File: config.mk
export PLATFORM = sky130hd
export DESIGN_NAME = uart_tx
export DESIGN_NICKNAME = d
export VERILOG_FILES = /design/src/rtl/uart_tx.sv
export SDC_FILE = /design/constraint.sdc
export NUM_CORES = 1
export LEC_CHECK = 0
export BUFFER_PORTS_ARGS = -buffer_cell sky130_fd_sc_hd__buf_2
export CAP_MARGIN = 20
export CELL_PAD_IN_SITES_DETAIL_PLACEMENT = 1
export CELL_PAD_IN_SITES_GLOBAL_PLACEMENT = 2
export CORE_UTILIZATION = 37
export CTS_CLUSTER_DIAMETER = 80
export DETAILED_ROUTE_END_ITERATION = 16
export PLACE_DENSITY_LB_ADDON = 0.1
export SYNTH_ARGS = -nofsm -noshare
export SYNTH_HDL_FRONTEND = slang
export SYNTH_SLANG_ARGS = --single-unit
File: constraint.sdc
create_clock -name clk -period 4.2 [get_ports clk]
set_clock_uncertainty 0.1 [all_clocks]
set_input_delay 0.84 -clock clk [delete_from_list [all_inputs] [get_ports clk]]
set_output_delay 0.84 -clock clk [all_outputs]
set_load 0.03 [all_outputs]
File: src/rtl/uart_tx.sv
// uart_tx: 8-bit LSB-first UART transmitter with a byte FIFO,
// optional parity and one or two stop bits.
module uart_tx #(
  parameter int CLKS_PER_BIT = 427,
  parameter int FIFO_DEPTH   = 4,
  parameter int PARITY_EN    = 0,
  parameter int PARITY_ODD   = 0,
  parameter int STOP_BITS    = 1
) (
  input  logic       clk,
  input  logic       rst_n,
  input  logic [7:0] datain,
  input  logic       EnableIn,
  output logic       Tx,
  output logic       busy,
  output logic       full,
  output logic       overflow,
  output logic       EnableOut
);

  localparam int PW = $clog2(FIFO_DEPTH);
  localparam int CW = PW + 1;
  localparam logic [15:0] CNT_LAST = 16'(CLKS_PER_BIT - 1);
  localparam logic [CW-1:0] DEPTH = CW'(FIFO_DEPTH);
  localparam logic [2:0] STOP_LAST = 3'(STOP_BITS - 1);
  localparam logic PAR_ODD = (PARITY_ODD != 0);

  typedef enum logic [2:0] {
    IDLE,
    START,
    DATA,
    PARITY,
    STOP
  } state_t;

  state_t        state_q, state_d;
  logic [15:0]   cnt_q, cnt_d;
  logic [2:0]    bit_q, bit_d;
  logic [7:0]    shift_q, shift_d;
  logic          par_q, par_d;
  logic          tx_q, tx_d;
  logic          busy_q, busy_d;
  logic [7:0]    mem_q [FIFO_DEPTH];
  logic [PW-1:0] wptr_q, wptr_d;
  logic [PW-1:0] rptr_q, rptr_d;
  logic [CW-1:0] count_q, count_d;
  logic          wr_en;
  logic          pop;
  logic          bit_end;
  logic          frame_end;

  // A write while full is dropped even if a pop frees a slot.
  assign full     = (count_q == DEPTH);
  assign wr_en    = EnableIn && !full;
  assign overflow = EnableIn && full;
  assign bit_end  = (cnt_q == CNT_LAST);

  always_comb begin
    wptr_d  = wr_en ? wptr_q + PW'(1) : wptr_q;
    rptr_d  = pop ? rptr_q + PW'(1) : rptr_q;
    count_d = count_q + CW'(wr_en) - CW'(pop);
  end

  always_comb begin
    state_d   = state_q;
    cnt_d     = cnt_q + 16'd1;
    bit_d     = bit_q;
    shift_d   = shift_q;
    par_d     = par_q;
    pop       = 1'b0;
    frame_end = 1'b0;
    unique case (state_q)
      IDLE: begin
        cnt_d = '0;
        if (count_q != '0) begin
          pop     = 1'b1;
          state_d = START;
        end
      end
      START: begin
        if (bit_end) begin
          cnt_d   = '0;
          bit_d   = '0;
          state_d = DATA;
        end
      end
      DATA: begin
        if (bit_end) begin
          cnt_d   = '0;
          shift_d = shift_q >> 1;
          bit_d   = bit_q + 3'd1;
          if (bit_q == 3'd7) begin
            bit_d   = '0;
            state_d = (PARITY_EN != 0) ? PARITY : STOP;
          end
        end
      end
      PARITY: begin
        if (bit_end) begin
          cnt_d   = '0;
          bit_d   = '0;
          state_d = STOP;
        end
      end
      STOP: begin
        if (bit_end) begin
          cnt_d = '0;
          bit_d = bit_q + 3'd1;
          if (bit_q == STOP_LAST) begin
            frame_end = 1'b1;
            bit_d     = '0;
            if (count_q != '0) begin
              pop     = 1'b1;
              state_d = START;
            end else begin
              state_d = IDLE;
            end
          end
        end
      end
      default: begin
        state_d = IDLE;
        cnt_d   = '0;
      end
    endcase
    if (pop) begin
      shift_d = mem_q[rptr_q];
      par_d   = (^mem_q[rptr_q]) ^ PAR_ODD;
    end
  end

  // Tx is the registered line level of the state being entered.
  always_comb begin
    tx_d = 1'b1;
    unique case (state_d)
      START:   tx_d = 1'b0;
      DATA:    tx_d = shift_d[0];
      PARITY:  tx_d = par_d;
      default: tx_d = 1'b1;
    endcase
    busy_d = (state_d != IDLE) || (count_d != '0);
  end

  always_ff @(posedge clk or negedge rst_n) begin
    if (!rst_n) begin
      state_q <= IDLE;
      cnt_q   <= '0;
      bit_q   <= '0;
      shift_q <= '0;
      par_q   <= 1'b0;
      tx_q    <= 1'b1;
      busy_q  <= 1'b0;
      wptr_q  <= '0;
      rptr_q  <= '0;
      count_q <= '0;
      for (int i = 0; i < FIFO_DEPTH; i++) begin
        mem_q[i] <= '0;
      end
    end else begin
      state_q <= state_d;
      cnt_q   <= cnt_d;
      bit_q   <= bit_d;
      shift_q <= shift_d;
      par_q   <= par_d;
      tx_q    <= tx_d;
      busy_q  <= busy_d;
      wptr_q  <= wptr_d;
      rptr_q  <= rptr_d;
      count_q <= count_d;
      if (wr_en) begin
        mem_q[wptr_q] <= datain;
      end
    end
  end

  assign Tx        = tx_q;
  assign busy      = busy_q;
  assign EnableOut = frame_end;

endmodule

==> qor.csv, run 1 <==
metric,value,unit
status,"complete, no violations",
fmax,253,MHz
post-CTS resize count,0,
"Non-Filler Cell Area, Final",3870,sq um
worst hold path endpoint,cnt_q[0],
"EDFF count, synth",0,
total core area,9150,sq um
Iteration-0 DRC Markers,72,
DRT antenna net count,0,
register area,1800,sq um
Setup Viol. Count Final,0,
Main synth FF type,dfrtp_1,
r2r endpoint,busy,
fin crit share,94.3,%
"commonest non-fill, non-tap cell in the layout",dfrtp_1,
Die H,98.9,um
CP max stage cell,or4_4,
die area,9790,sq um
CP endpoint kind,flip-flop,
clk sink count,72,
Mapped Area,3480,sq um
H-tree level count,3,
Synth warnings,0,
Leak,1.75,nW
Total GRT Usage,16.6,%
Max-Cap Viols,0,
"Arr. time, crit path",4080,ps
Synth cell types,37,
Max VDD drop,232,uV
Synth Register Bits,72,
Rows,35,
share of cells above drive strength 1,25.9,%
HP Class,reg2reg,
total power after layout,0.00209,W
Root Buffer,clkbuf_8,
TritonCTS clock tree,yes,
mean post-synth cell area,11.9,sq um
R2R Setup Slk,240,ps
IO Count,16,
post-detail-place hpwl,4960,um
CP cell instances,inv_1 > ha_1 > or3b_2 > or4_4 > o21ai_2 > o311ai_2 > nand2_1 > nand2_1 > ha_1 > fa_1 > xnor2_2 > xnor2_1 > or3_1 > or4_1,
Multi-input gate area,1620,sq um
RD Place Congestion,0.714,
R2R depth,14,
Max stage delay on crit path,540,ps
"commonest cells after routing, fill and taps aside","dfrtp_1, mux2_2, nor2_1",
Worst-Margin Slew,810,ps
Bufs and invs on worst path,1,
Final #Nets,334,
post-route DRC violation count,0,
"CP delay by family, top",simple AND/OR/NAND/NOR gates,
Die Width,98.9,um
Post-Syn Instances,292,
port bufs,15,
Max-Slew Margin vs Limit,46.0,%
Worst Hold Launch,cnt_q[0],
crit start category,flip-flop,
via-per-instance ratio,5.10,
total grt overflow,0,
min Tclk post-route,3960,ps
Synth async-reset ratio,100,%
final slew viol count,0,
Final Hold Viols,0,
Critical Path RT,4320,ps
syn nets,314,
clk slew on worst S/H paths,70,ps
DRT Pass-1 Iters,4,
dpl cell area,3690,sq um
Critical Path Fanout Max,4,
n_diodes,0,
number of global-route vias before repair,2370,
Routed WL per cell,16.3,um
first-pass GRT wire length,12400,um
Worst Hold Depth,1,
Reg-to-Reg Start,cnt_q[0],
PD cells,540,nW/um^2
clk_lat worst skew,350,ps
CTS buffer count,9,
CTS Hold Bufs,0,
WL final,6980,um
setup TNS,0,ps
critical path class,reg2reg,
largest net degree at the start of global routing,37,
antenna violations before repair,0,
Max clock buf depth,2,
Layout fillers,981,
RSZ-0062 raised after global routing,false,
Initial Util,38.0,%
register area share after synthesis,51.9,%
Syn-to-layout area delta,11.4,%
via count of the routed design,2181,
Setup Buffers After CTS,0,
## worst reg2reg max path, stage by stage (launching register included)
cell and delay, ps:
dfrtp_1 410, inv_1 70, ha_1 140, or3b_2 490, or4_4 550, o21ai_2 210
o311ai_2 140, nand2_1 100, nand2_1 60, ha_1 190, fa_1 400, xnor2_2 150
xnor2_1 140, or3_1 300, or4_1 390
## metal layers
metal	GRT usage [%]	part of all wire, %	vias to the layer above
met5	0	0	-
met4	7.69	2.0	0
met3	3.40	2.2	12
met2	24.2	46	22
met1	23.5	50	1090
li1	-	-	1057
## cells in the mapped netlist, types with 5 or more instances
| cell | n | area, sq um |
|---|---|---|
| dfrtp_1 | 71 | 1780 |
| mux2_2 | 32 | 360 |
| nor2_1 | 29 | 109 |
| nand2_1 | 20 | 75.1 |
| xnor2_1 | 16 | 140 |
| a21oi_1 | 11 | 55.1 |
| ha_1 | 10 | 125 |
| nand3_1 | 10 | 50.1 |
| inv_1 | 9 | 33.8 |
| xor2_1 | 9 | 78.8 |
| clkbuf_1 | 8 | 30.0 |
| mux4_2 | 8 | 180 |
| mux2i_1 | 7 | 70.1 |
| o21ai_1 | 7 | 35.0 |
| o21ai_0 | 5 | 25.0 |
## final cells by class
cell class,count,share of cell area [%]
Tap cell,111,3.59
Inverter,9,0.873
Timing Repair Buffer,19,2.71
Clock buffer,10,3.30
Clock inverter,6,1.16
Sequential cell,72,46.6
Multi-Input combinational cell,201,41.8
## stage by stage
step                      setup WS, ps  std cells  hold slack (ps)  util [%]
after floorplan                    158        292              347         -
after global placement             327        412              360      40.3
after detailed placement           252        412              386      40.3
after CTS                          236        428              396      42.2
after global routing              14.1        428              411      42.3
final                              240        428              387      42.3
## sequential cells by signal (all words and copies together) (netlist names), 2 cells and up
signal and cells:
cnt_q 16, mem_q 32, wptr_q 2, count_q 3
rptr_q 2, state_q 3, shift_q 8, bit_q 3
## kinds of logic after synthesis
kind of cell	after synthesis	share of synthesized area (%)
AOI/OAI and AO/OA	31	5.26
xor gates and xnor gates	25	6.30
adders and majority gates	11	4.18
buffers and inverters	19	2.12
DFF	72	51.9
muxes	47	17.6
and+or+nand+nor	87	12.7
## worst max-delay path by stage
stage	from	end	slack, ps	cells past startpoint
floorplan	cnt_q[0]	busy	160	16
global placement	cnt_q[0]	busy	330	14
detailed placement	cnt_q[0]	busy	250	14
CTS	cnt_q[0]	busy	240	14
global route	cnt_q[0]	busy	10	14
finish	cnt_q[0]	busy	240	14
## report_power, final
group | total, W | internal [W] | switching (W)
clock | 0.000490 | 0.000216 | 0.000274
combinational | 0.000621 | 0.000357 | 0.000264
sequential | 0.000980 | 0.000878 | 0.000102
Power figures use the tool's default switching activity.
==> run 2, diff against run 1 <==
--- a/config.mk
+++ b/config.mk
@@ -13,6 +13,7 @@
 export CTS_CLUSTER_DIAMETER = 80
 export DETAILED_ROUTE_END_ITERATION = 16
 export PLACE_DENSITY_LB_ADDON = 0.1
+export SLEW_MARGIN = 20
 export SYNTH_ARGS = -nofsm -noshare
 export SYNTH_HDL_FRONTEND = slang
 export SYNTH_SLANG_ARGS = --single-unit
==> constraint.sdc (replaced) <==
create_clock -name clk -period 5.06 [get_ports clk]
set_clock_uncertainty 0.1 [all_clocks]
set_input_delay 1.012 -clock clk [delete_from_list [all_inputs] [get_ports clk]]
set_output_delay 1.012 -clock clk [all_outputs]
set_load 0.03 [all_outputs]
==> qor.csv, run 2 (same netlist as run 1, synthesis figures left out) <==
metric,value,unit,change
RD Place Congestion,0.683,,-4.3%
clock power share,29.7,%,+6.3 points
P_sw,0.000537,W,-16%
min Tclk post-route,4250,ps,+287 ps
antenna violations before repair,0,,unchanged
Int Power,0.00135,W,-6.9%
clk slew on worst S/H paths,80,ps,about the same
R2R Setup Slk,810,ps,+570 ps
Routed WL per cell,16.4,um,+0.80%
Max stage delay on crit path,640,ps,+100 ps
DRT Pass-1 Iters,4,,unchanged
critical path class,reg2reg,,
switching share of power,28.4,%,-2.2 points
crit start category,flip-flop,,
setup TNS,0,ps,unchanged
fin crit share,83.9,%,-10 points
CTS buffer count,9,,unchanged
fmax,235,MHz,-6.8%
largest net degree at the start of global routing,38,,+2.7%
Max-Slew Margin vs Limit,44.1,%,-2.0 points
final slew viol count,0,,unchanged
placed insts,410,,-0.49%
die area,9790,sq um,unchanged
PD cells,482,nW/um^2,-11%
Final #Nets,332,,-0.60%
Setup Viol. Count Final,0,,unchanged
largest registers,"mem_q (32), cnt_q (16), shift_q (8)",,
HP Class,reg2reg,,
"Non-Filler Cell Area, Final",3920,sq um,+1.2%
Root Buffer,clkbuf_8,,
first-pass GRT wire length,12400,um,+0.73%
via-per-instance ratio,5.12,,+0.56%
largest reg by FF count,mem_q,,
n_diodes,0,,unchanged
WL final,7000,um,+0.33%
Total GRT Usage,16.8,%,+0.29 points
via count of the routed design,2183,,+0.092%
"Arr. time, crit path",4370,ps,+290 ps
total grt overflow,0,,unchanged
final std cells w/o fill,426,,-0.47%
CP endpoint kind,flip-flop,,
"commonest non-fill, non-tap cell in the layout",dfrtp_1,,
Leak,1.77,nW,+1.5%
CTS Hold Bufs,0,,unchanged
"CP delay by family, top",simple AND/OR/NAND/NOR gates,,
RSZ-0062 raised after global routing,false,,
Syn-to-layout area delta,12.7,%,
Setup Buffers After CTS,0,,unchanged
dpl cell area,3670,sq um,-0.41%
Die Width,98.9,um,unchanged
max reg flops,32,,unchanged
Die H,98.9,um,unchanged
Critical Path RT,5180,ps,+860 ps
post-route DRC violation count,0,,unchanged
clk sink count,72,,unchanged
number of global-route vias before repair,2379,,+0.38%
TritonCTS clock tree,yes,,
total core area,9150,sq um,unchanged
post-detail-place hpwl,4840,um,-2.6%
post-CTS resize count,0,,unchanged
Bufs and invs on worst path,2,,+1
CP cell instances,inv_1 > ha_1 > or3b_2 > or4_1 > o21ai_2 > o311ai_2 > buf_4 > nand2_1 > nand2_1 > ha_1 > fa_1 > xnor2_1 > xnor2_1 > or3_1 > or4_1,,
Max-Cap Viols,0,,unchanged
share of cells above drive strength 1,24.8,%,-1.1 points
register share of total power,43.1,%,-3.8 points
Final Hold Viols,0,,unchanged
Rows,35,,unchanged
Layout fillers,977,,-0.41%
CP max stage cell,or4_1,,
H-tree level count,3,,unchanged
Critical Path Fanout Max,21,,+17
IO Count,16,,unchanged
Gate power share,27.2,%,-2.5 points
"commonest cells after routing, fill and taps aside","dfrtp_1, mux2_2, nor2_1",,
Max clock buf depth,2,,unchanged
Max VDD drop,216,uV,-6.9%
port bufs,15,,unchanged
Initial Util,38.0,%,unchanged
Worst-Margin Slew,839,ps,+29.5 ps
Iteration-0 DRC Markers,59,,-18%
DRT antenna net count,0,,unchanged
clk_lat worst skew,340,ps,about the same
status,"complete, no violations",,
==> run 2: layout make-up <==
| class | count | area (sq um) | area share, % |
|---|---|---|---|
| repair buffers | 17 | 90.1 | 2.30 |
| multi-input cells | 201 | 1610 | 41.0 |
| well taps | 111 | 139 | 3.55 |
| inverters | 9 | 33.8 | 0.863 |
| clock inverters | 6 | 116 | 2.97 |
| flip-flops and latches | 72 | 1800 | 46.0 |
| clock buffers | 10 | 128 | 3.26 |
==> run 2: stage by stage <==
stage	total power [W]	setup slack [ps]	util (%)	hold slack [ps]
2_1_floorplan	0.00121	1020	-	347
3_3_place_gp	0.00132	884	40.1	359
3_5_place_dp	0.00135	781	40.1	373
4_1_cts	0.00192	784	42.8	383
5_1_grt	0.00202	508	42.8	414
6_report	0.00189	813	42.8	377
==> run 2: path summary, 6_finish.rpt <==
path / startpoint / end / cells past startpoint
max in group asynchronous: rst_n / mem_q[18] / 2
min in group asynchronous: rst_n / bit_q[0] / 1
worst max register to register: cnt_q[0] / busy / 15
worst max-delay path: cnt_q[0] / busy / 15
worst min-delay path: cnt_q[0] / cnt_q[0] / 1
worst min register to register: cnt_q[0] / cnt_q[0] / 1
==> run 2: power groups by stage <==
stage                     logic (W)  clock network, W  registers, W
final                      0.000513          0.000561      0.000814
after floorplan            0.000419                 0      0.000794
after detailed placement   0.000522                 0      0.000826
after CTS                  0.000523          0.000583      0.000814
after global placement     0.000503                 0      0.000819
after global routing       0.000571          0.000609      0.000837
==> run 2: layer usage <==
metal	GRT usage, %	part of all wire (%)	vias up
met2	24.6	46	18
met1	24.6	51	1094
met4	7.23	1.8	0
met5	0	0	-
li1	-	-	1060
met3	2.98	1.8	11
==> run 3, diff against run 2 <==
==> constraint.sdc (replaced) <==
create_clock -name clk -period 3.5 [get_ports clk]
set_clock_uncertainty 0.1 [all_clocks]
set_input_delay 0.7 -clock clk [delete_from_list [all_inputs] [get_ports clk]]
set_output_delay 0.7 -clock clk [all_outputs]
set_load 0.03 [all_outputs]
==> qor.csv, run 3 (same netlist as run 1, synthesis figures left out) <==
metric,value,unit,change
Routed WL per cell,15.8,um,-3.7%
CP cell instances,or4b_4 > or4_4 > o21ai_4 > o311a_1 > nand2b_1 > nand2_1 > ha_2 > fa_2 > or3_1 > or4_1,,
TritonCTS clock tree,yes,,
dpl cell area,3870,sq um,+5.4%
PD cells,636,nW/um^2,+32%
Setup Viol. Count Final,1,,+1
critical path class,reg2reg,,
"CP delay by family, top",simple AND/OR/NAND/NOR gates,,
Die H,98.9,um,unchanged
"commonest non-fill, non-tap cell in the layout",dfrtp_1,,
Leak,1.88,nW,+6.4%
share of cells above drive strength 1,31.6,%,+6.8 points
grt met2 use,25.6,%,+0.97 points
RSZ-0062 raised after global routing,true,,
met1 Resource Use GR,24.0,%,-0.56 points
HP Class,in2async,,
Root Buffer,clkbuf_8,,
via count of the routed design,2311,,+5.9%
Crit path depth,10,,-5
number of global-route vias before repair,2476,,+4.1%
Final Hold Viols,0,,unchanged
hold slack final,367,ps,-9.95 ps
CTS buffer count,9,,unchanged
"Non-Filler Cell Area, Final",4090,sq um,+4.4%
final slew viol count,0,,unchanged
clk sink count,72,,unchanged
Layout fillers,987,,+1.0%
CP max stage cell,or4_4,,
Max VDD drop,272,uV,+26%
first-pass GRT wire length,12500,um,+0.11%
total core area,9150,sq um,unchanged
largest net degree at the start of global routing,38,,unchanged
Syn-to-layout area delta,17.7,%,
"crit path setup slack, layout",-168,ps,-981 ps
Max-Cap Viols,0,,unchanged
port bufs,15,,unchanged
n_diodes,0,,unchanged
Final #Nets,359,,+8.1%
setup slack at placement,-215,ps,-996 ps
RD Place Congestion,0.715,,+4.8%
antenna violations before repair,0,,unchanged
crit start category,flip-flop,,
Initial Util,38.0,%,unchanged
met3 usage in global routing,2.98,%,unchanged
post-detail-place hpwl,5150,um,+6.4%
Max-Slew Margin vs Limit,42.3,%,-1.7 points
Critical Path RT,3610,ps,-1570 ps
fmax,273,MHz,+16%
H-tree level count,3,,unchanged
largest reg by FF count,mem_q,,
DRT antenna net count,0,,unchanged
clk slew on worst S/H paths,80,ps,about the same
failing checks,setup timing,,
die area,9790,sq um,unchanged
post-route DRC violation count,0,,unchanged
Rows,35,,unchanged
IO Count,16,,unchanged
Iteration-0 DRC Markers,53,,-10%
via-per-instance ratio,5.10,,-0.45%
Total GRT Usage,16.8,%,about the same
largest registers,"mem_q (32), cnt_q (16), shift_q (8)",,
status,finished with violations,,
Max clock buf depth,2,,unchanged
Die Width,98.9,um,unchanged
DRT Pass-1 Iters,4,,unchanged
max reg flops,32,,unchanged
clk_lat worst skew,340,ps,about the same
R2R depth,10,,-5
CP endpoint kind,flip-flop,,
global route hottest layer,met2,,
post-CTS resize count,0,,unchanged
CTS Hold Bufs,0,,unchanged
Max stage delay on crit path,550,ps,-90 ps
"commonest cells after routing, fill and taps aside","dfrtp_1, mux2_2, nor2_1, buf_4, nand2_1",,
Bufs and invs on worst path,0,,-2
Critical Path Fanout Max,3,,-86%
Worst-Margin Slew,865,ps,+26.1 ps
total grt overflow,0,,unchanged
fin crit share,105,%,+21 points
min Tclk post-route,3670,ps,-579 ps
WL final,7170,um,+2.4%
"Arr. time, crit path",3770,ps,-600 ps
[run 3: final timing paths]
kind | to | startpoint | slack (ps)
max in group asynchronous | mem_q[23] | rst_n | 2110
setup reg to reg | busy | cnt_q[4] | -170
min in group clk | par_q | par_q | 400
setup / recovery | busy | cnt_q[4] | -170
hold / removal | bit_q[1] | rst_n | 370
hold reg to reg | par_q | par_q | 400
[run 3: layout make-up]
cell class	count	area [sq um]	area share, %
multi-input cells	201	1630	39.7
well taps	111	139	3.40
repair buffers	44	293	7.16
flip-flops and latches	72	1800	44.1
clock buffers	10	128	3.12
inverters	9	33.8	0.826
clock inverters	6	68.8	1.68
[run 3: per-stage QoR]
| stage | setup TNS [ps] | power, W | util, % | cells |
|---|---|---|---|---|
| after global routing | -350 | 0.00280 | 44.7 | 453 |
| after global placement | -89.7 | 0.00195 | 42.3 | 434 |
| final | -168 | 0.00260 | 44.7 | 453 |
| after CTS | -179 | 0.00265 | 44.7 | 453 |
| after detailed placement | -215 | 0.00198 | 42.3 | 434 |
| after floorplan | -360 | 0.00176 | - | 292 |
[run 3: per-layer routing]
layer	part of all wire [%]	up-vias
li1	-	1114
met5	0	-
met3	1.8	10
met4	1.5	0
met2	46	19
met1	50	1168
[run 3: power breakdown]
group	switching, W	leakage (nW)	internal, W
Clock	0.000322	0.0968	0.000333
Sequential	0.000123	0.899	0.00105
Combinational	0.000323	0.889	0.000444
[run 3: worst register-to-register path, cell delays in order (launching register included)]
cell and delay, ps:
dfrtp_1 390, or4b_4 540, or4_4 550, o21ai_4 170, o311a_1 230, nand2b_1 110
nand2_1 80, ha_2 170, fa_2 430, or3_1 370, or4_1 400
[run 3: what timing repair did]
action,4_1_cts,5_1_grt
gates cloned,0,0
setup endpoints to repair,1,1
buffers inserted,3,0
pin swaps,2,0
